===== src/rtl/alarm_controller.sv =====
// Alarm stage behind the hour/minute counters: holds the alarm setpoint, fires once per
// matching minute, and sequences ringing, snooze, stop and auto-timeout in minute ticks.
module alarm_controller #(
  parameter int unsigned SNOOZE_MIN       = 9,
  parameter int unsigned RING_TIMEOUT_MIN = 5,
  parameter int unsigned MAX_SNOOZE       = 3
) (
  input  logic       Clk,
  input  logic       Clr,
  input  logic [4:0] HOUR,
  input  logic [5:0] MINUTE,
  input  logic       Min_Tick,
  input  logic       Alarm_En,
  input  logic       Set_Alarm,
  input  logic       Hr_Up,
  input  logic       Min_Up,
  input  logic       Snooze,
  input  logic       Stop,
  output logic [4:0] ALM_HOUR,
  output logic [5:0] ALM_MIN,
  output logic       BUZZ,
  output logic [1:0] STATE,
  output logic [1:0] SNZ_CNT
);

  typedef enum logic [1:0] {
    ST_IDLE    = 2'b00,
    ST_ARMED   = 2'b01,
    ST_RINGING = 2'b10,
    ST_SNOOZE  = 2'b11
  } state_t;

  localparam logic [3:0] SNZ_LD  = 4'(SNOOZE_MIN);
  localparam logic [3:0] RING_TO = 4'(RING_TIMEOUT_MIN);
  localparam logic [1:0] SNZ_MAX = 2'(MAX_SNOOZE);

  state_t     state, state_nx;
  logic [4:0] alm_hour;
  logic [5:0] alm_min;
  logic       match, match_d, trigger;
  logic [3:0] ring_tmr, ring_nx;
  logic [3:0] snz_tmr, snz_tmr_nx;
  logic [1:0] snz_cnt, snz_cnt_nx;

  // ALM_HOUR never exceeds 23, so out-of-range HOUR values cannot match
  assign match   = (HOUR == alm_hour) && (MINUTE == alm_min);
  assign trigger = match && !match_d;

  always_ff @(posedge Clk or negedge Clr) begin
    if (!Clr) begin
      alm_hour <= '0;
      alm_min  <= '0;
    end else if (Set_Alarm) begin
      if (Hr_Up)  alm_hour <= (alm_hour == 5'd23) ? 5'd0 : alm_hour + 5'd1;
      if (Min_Up) alm_min  <= (alm_min  == 6'd59) ? 6'd0 : alm_min  + 6'd1;
    end
  end

  always_ff @(posedge Clk or negedge Clr) begin
    if (!Clr) begin
      state    <= ST_IDLE;
      match_d  <= 1'b0;
      ring_tmr <= '0;
      snz_tmr  <= '0;
      snz_cnt  <= '0;
    end else begin
      state    <= state_nx;
      match_d  <= match;
      ring_tmr <= ring_nx;
      snz_tmr  <= snz_tmr_nx;
      snz_cnt  <= snz_cnt_nx;
    end
  end

  always_comb begin
    state_nx   = state;
    ring_nx    = ring_tmr;
    snz_tmr_nx = snz_tmr;
    snz_cnt_nx = snz_cnt;
    if (Set_Alarm || !Alarm_En) begin
      state_nx = ST_IDLE;
    end else begin
      case (state)
        ST_IDLE: state_nx = ST_ARMED;
        ST_ARMED: begin
          if (trigger) begin
            state_nx = ST_RINGING;
            ring_nx  = '0;
          end
        end
        ST_RINGING: begin
          // Stop/Snooze transitions consume any coincident Min_Tick
          if (Stop) begin
            state_nx = ST_ARMED;
          end else if (Snooze && (snz_cnt < SNZ_MAX)) begin
            state_nx   = ST_SNOOZE;
            snz_tmr_nx = SNZ_LD;
            snz_cnt_nx = snz_cnt + 2'd1;
          end else if (Min_Tick) begin
            if (ring_tmr + 4'd1 >= RING_TO) state_nx = ST_ARMED;
            else                            ring_nx  = ring_tmr + 4'd1;
          end
        end
        ST_SNOOZE: begin
          if (Stop) begin
            state_nx = ST_ARMED;
          end else if (Min_Tick) begin
            if (snz_tmr <= 4'd1) begin
              state_nx = ST_RINGING;
              ring_nx  = '0;
            end else begin
              snz_tmr_nx = snz_tmr - 4'd1;
            end
          end
        end
        default: state_nx = ST_IDLE;
      endcase
    end
    // A new alarm event starts from clean counters
    if (state_nx == ST_IDLE || state_nx == ST_ARMED) begin
      ring_nx    = '0;
      snz_tmr_nx = '0;
      snz_cnt_nx = '0;
    end
  end

  assign ALM_HOUR = alm_hour;
  assign ALM_MIN  = alm_min;
  assign STATE    = state;
  assign BUZZ     = (state == ST_RINGING);
  assign SNZ_CNT  = snz_cnt;

endmodule


===== config.mk =====
export PLATFORM = sky130hd
export DESIGN_NAME = alarm_controller
export DESIGN_NICKNAME = d
export VERILOG_FILES = /design/src/rtl/alarm_controller.sv
export SDC_FILE = /design/constraint.sdc
export NUM_CORES = 1
export LEC_CHECK = 0
export ABC_AREA = 1
export CAP_MARGIN = 20
export CORE_MARGIN = 1
export CORE_UTILIZATION = 50
export DETAILED_ROUTE_END_ITERATION = 8
export PLACE_DENSITY = 0.8
export SYNTH_ARGS = -nofsm -noshare
export SYNTH_HDL_FRONTEND = slang
export SYNTH_SLANG_ARGS = --single-unit

===== constraint.sdc =====
create_clock -name Clk -period 1.9 [get_ports Clk]
set_clock_uncertainty 0.05 [all_clocks]
set_input_delay 0.475 -clock Clk [delete_from_list [all_inputs] [get_ports Clk]]
set_output_delay 0.475 -clock Clk [all_outputs]
set_load 0.05 [all_outputs]

* After elaboration in Yosys (flattened, before gate mapping)
Index checks and enable logic that the tools add are counted.
** Storage, ports and cells
- Bits in registers :: 24
- Input bits :: 20
- Word-level logic and storage cells :: 89
** Operators by class
- Add/sub/neg operators :: 5
- Magnitude comparators :: 3
- Equality and inequality tests :: 20
- Mux-type cells :: 36
- Reductions and logical operators :: 18
** Operators with widths (number)
- $mux 4 :: 17
- $mux 2 :: 14
- $ne 3x3->1 const B :: 5
- $ne 3x2->1 const B :: 4
- $pmux 4 s3 :: 1
- $reduce_and 10->1 :: 1
- $pmux 2 s4 :: 1
- $pmux 4 s2 :: 1
- $reduce_and 7->1 :: 1
- $add 6x1->6 const B :: 1
- $eq 6x6->1 :: 1
- $eq 6x6->1 const B :: 1
- $mux 6 :: 1
- $add 5x1->5 const B :: 1
- $eq 5x5->1 :: 1
- $eq 5x5->1 const B :: 1
- $mux 5 :: 1
- $add 4x1->4 const B :: 1
- $eq 2x1->1 const B :: 2
- $eq 2x2->1 const B :: 2
- $ge 4x3->1 const B :: 1
- $le 4x1->1 const B :: 1
- $logic_not 2->1 :: 2
- $ne 2x1->1 const B :: 2
- 12 further kinds :: 18

* Longest topological paths before layout
- Depth after elaboration :: 12
- Mapped depth :: 12

* Worst setup path before layout
Ideal clock, no wire load.
- Path kind :: register -> register
- Start :: reg state[1] (netlist: STATE[1])
- End :: reg ring_tmr[1]
- Setup time :: 0.117 ns
- Arrival time :: 2.029 ns
- Path slack :: -0.296 ns
- Cell stages (with the launch flop) :: 8
- Path buffers :: 0
- Clock period less this slack :: 2.196 ns
- Cell sequence :: dfrtp_1 -> inv_1 -> nor2_1 -> a21oi_1 -> nand2_1 -> inv_1 -> nand3_1 -> nand2_1
** Between the ends
- Elaborated cells on any way between the ends :: 31
** RTL lines
- start: declaration :: line 37 : state_t state, state_nx;
- start signal: assignment :: line 67 : state <= state_nx;
- $eq 2x2->1 (*)
- via BUZZ :: line 21 : output logic BUZZ,
- $pmux 2 s4 :: line 83 : case (state)
- $mux 2 :: line 80 : if (Set_Alarm || !Alarm_En) begin
- $eq 2x1->1 or $logic_not 2->1 (tied branches) :: line 120 : if (state_nx == ST_IDLE || state_nx == ST_ARMED) begin
- $logic_or 1x1->1 :: line 120
- $ne 3x3->1 (no source line), or another cell as far along
- $reduce_and 10->1 (no source line)
- end signal: assignment :: line 69 : ring_tmr <= ring_nx;
- end: declaration :: line 41 : logic [3:0] ring_tmr, ring_nx;
The timed path passes the listed nets; every way through them passes the cells marked *. The select of a mux whose other input is x is not followed.
A chain may end at the register's enable or synchronous reset.

* Final worst setup path
- Start :: in MINUTE[0]
- End :: reg ring_tmr[0]
** Between the ends
- Cells in the longest elaborated chain, start to end :: 10
- Elaborated cells on any way between the ends :: 21
** RTL lines
- start: declaration :: line 11 : input logic [5:0] MINUTE,
- $eq 6x6->1 (*) :: line 46 : assign match = (HOUR == alm_hour) && (MINUTE == alm_min);
- $logic_and 1x1->1 (*) :: line 46
- $logic_and 1x1->1 (*) :: line 47 : assign trigger = match && !match_d;
- $mux 2 :: line 86 : if (trigger) begin
- $pmux 2 s4 :: line 83
- $mux 2 :: line 80
- $eq 2x1->1 or $logic_not 2->1 (tied branches) :: line 120
- $logic_or 1x1->1 :: line 120
- $ne 3x3->1 (no source line), or another cell as far along
- $reduce_and 10->1 (no source line)
Mark *: on every way between the ends. The rest lies on a longest branch, timed or not.

==> run summary <==
DRC viols: 0
CP Cell Sequence: clkdlybuf4s50_1 > inv_1 > nand2_1 > nand2_1 > nor2_2 > nand2_2 > nor2_4 > nand4_4 > a21oi_4 > buf_6 > nand3_1 > nand2_1
crit end category: register
first-pass GRT wire length: 6.15 mm
worst path required time: 2.12 ns
Root Buffer: clkbuf_4
Most Frequent Cell on Critical Path: nand2_1
Core Area: 3030 µm²
Pint: 1.22 mW
Worst Max-Slew Pin Slew: 0.434 ns
synth-to-layout area growth: 41.5%
largest family of logic cells by synthesized area: simple AND/OR/NAND/NOR gates
Hold Vio Cnt, Final: 0
Initial Utilization: 0.524
Fillers: 234
TritonCTS Buffers: 3
Reg2Reg Depth: 11
Worst R2R Setup Slack: 0.12 ns
sequential cell area fraction in the yosys report: 0.378
Final #Nets: 310
standard-cell rows: 20
Worst-Skew Late Latency: 0.33 ns
Unique masters post-synth: 24
number of global-route vias before repair: 1559
CP Max Fanout: 6
min cycle time layout: 1.79 ns
Synth Warn #: 0
CP Launch Type: primary input
compound-gate portion of the synthesized area: 0.0654
ANT cells: 0
multiplexer share of the synthesized area: 0
Die Wd: 58.4 µm
post-synth design cell area: 1590 µm²
I/O Pins: 36
DIE AREA: 3400 µm²
antenna-violating nets left: 0
Seq pwr share: 0.351
gpl congestion: 0.797
Leak: 1.18 nW
Max IR drop VDD: 0.00112 V
Max Clk Rate: 0.560 GHz
RSZ-0062 raised after global routing: no
Slew HR: 0.708
Simple-Gate Fraction of Synth Area: 0.351
Slew Limit Fails: 0
Iter 0 DRT Violations: 89
clock tree from TritonCTS: done
Comb power frac: 0.483
drt wl/cell: 11.8 µm
IO Port Bufs: 35
Via density: 5.12
min-delay worst type: primary input to async pin
Psw: 1.03 mW
worst path arrival time: 2.00 ns
Mean Syn Cell Area: 6.99 µm²
iteration count of the initial detailed-routing pass: 4
Clk pin slew, worst setup/hold paths: 0.14 ns
Adder-Cell Fraction of Synth Area: 0.0552
cell area power density: 1000 nW/µm²
largest net degree at the start of global routing: 25
Max-Cap Viols: 0
layout cells sized above 1: 0.216
TNS Setup: 0 ns
DIE HEIGHT: 58.4 µm
sw frac: 0.457
clock sinks: 24
grt ovf: 0
RR Endpoint: ring_tmr[0]$_DFFE_PN0P_
final total power: 2.25 mW
cell count after synthesis: 227
syn nets: 254
final worst path period share: 0.940
WL final: 3.86 mm
total number of vias: 1670
CTS HTree Levels: 1
xor/xnor share of the synthesized area: 0.0386
critical path type: primary input to register
Yosys reg bits: 24
status: finished, final reports clean
R2R Path Start: ALM_MIN[1]$_DFFE_PN0P_
Critical Path Max Stage Delay: 0.48 ns
initial antenna violation count: 0
dpl hpwl: 2.75 mm
Setup crit start: MINUTE[0]
CTS max path bufs: 2
GRT Total Usage: 0.236
Setup Viol. Count Final: 0
Clock power frac: 0.166
CP max stage cell: clkdlybuf4s50_1
area by class of cell:
cell class	instances	area (µm²)	share of cell area
clock buffer	3	22.5	0.0100
clock inverter	1	30.0	0.0134
inverter	44	165	0.0735
multi-input combinational	158	875	0.389
sequential	24	601	0.267
tap	44	55.1	0.0245
timing repair buffer	52	499	0.222
per-layer routing:
layer | vias up | GRT usage | routed length, µm
li1 | 843 | - | -
met1 | 763 | 0.302 | 1650
met2 | 55 | 0.412 | 1990
met3 | 9 | 0.0220 | 154
met4 | 0 | 0.0952 | 68
met5 | - | 0 | 0
cells in the mapped netlist, drive strengths merged:
master | number | share of area
nand2 | 60 | 0.14
inv | 44 | 0.10
dfrtp | 24 | 0.38
nor2 | 23 | 0.056
nand3 | 17 | 0.054
nand4 | 12 | 0.051
a21oi | 8 | 0.028
o21ai | 8 | 0.025
ha | 7 | 0.055
nor3 | 6 | 0.019
xnor2 | 6 | 0.033
nor4 | 3 | 0.012
nand3b | 2 | 0.0095
a31oi | 1 | 0.0039
buf | 1 | 0.0071
nor3b | 1 | 0.0047
o22ai | 1 | 0.0039
o31ai | 1 | 0.0047
or2 | 1 | 0.0039
xor2 | 1 | 0.0055
kinds of logic (layout without fill, tap and decap cells):
kind of cell / count (synthesis) / count (layout)
AND/OR/NAND/NOR: 125 / 125
XOR/XNOR: 7 / 7
flip-flops: 24 / 24
buffers and inverters: 45 / 100
AO/OA/AOI/OAI: 19 / 19
adder cells (fa/ha/maj): 7 / 7
worst max-delay path: cells and delay by family:
family          cells  cell delay [ns]
compound gates      1             0.20
simple gates        8             0.66
buf+inv             3             0.66
stage by stage:
| stage | hold WS, ns | util | area [µm²] | cells | worst slack [ns] |
|---|---|---|---|---|---|
| 2_1_floorplan | 0.129 | - | 1600 | 227 | 0.116 |
| 3_3_place_gp | 0.448 | 0.688 | 2080 | 316 | -0.154 |
| 3_5_place_dp | 0.452 | 0.688 | 2080 | 316 | -0.213 |
| 4_1_cts | 0.453 | 0.705 | 2130 | 320 | 0.0589 |
| 5_1_grt | 0.465 | 0.742 | 2250 | 326 | 0.00561 |
| 6_report | 0.437 | 0.742 | 2250 | 326 | 0.114 |
worst max-delay path by stage:
| stage | to | slack (ns) | cells past startpoint |
|---|---|---|---|
| finish | ring_tmr[0]$_DFFE_PN0P_ | 0.11 | 12 |
| global route | ring_tmr[0]$_DFFE_PN0P_ | 0.006 | 10 |
| CTS | ring_tmr[0]$_DFFE_PN0P_ | 0.06 | 10 |
| detailed placement | snz_tmr[0]$_DFFE_PN0P_ | -0.21 | 11 |
| global placement | ring_tmr[2]$_DFFE_PN0P_ | -0.15 | 11 |
| floorplan | ALM_MIN[4]$_DFFE_PN0P_ | 0.12 | 4 |
flip-flops by register name, indices dropped and copies added, names as in the netlist:
signal and cells:
ALM_HOUR 5, snz_tmr 4, match_d 1, SNZ_CNT 2
ring_tmr 4, ALM_MIN 6, STATE 2
layout by cell type, fill, tap and decap left out, drive strengths merged, types with 7 or more instances in the layout:
cell | synthesis | routed
buf | 1 | 33
nor2 | 23 | 23
nand4 | 12 | 12
clkdlybuf4s50 | 0 | 16
a21oi | 8 | 8
nand3 | 17 | 17
inv | 44 | 44
ha | 7 | 7
nand2 | 60 | 60
dfrtp | 24 | 24
o21ai | 8 | 8
power by group through the flow:
| stage | logic, mW | registers (mW) | clock network [mW] |
|---|---|---|---|
| final | 1.09 | 0.789 | 0.374 |
| after global routing | 1.17 | 0.809 | 0.403 |
| after CTS | 1.06 | 0.784 | 0.375 |
| after detailed placement | 1.05 | 0.790 | 0 |
| after global placement | 1.03 | 0.794 | 0 |
| after floorplan | 0.330 | 1.11 | 0 |
timing repair:
action                                 CTS  global route
endpoints found under the hold margin    0             0
buffers inserted                         0             5
hold buffers                             0             0
gates resized for setup                  0            21
setup endpoints to repair                0            10
Note: power is estimated with default switching activity, not from simulation.
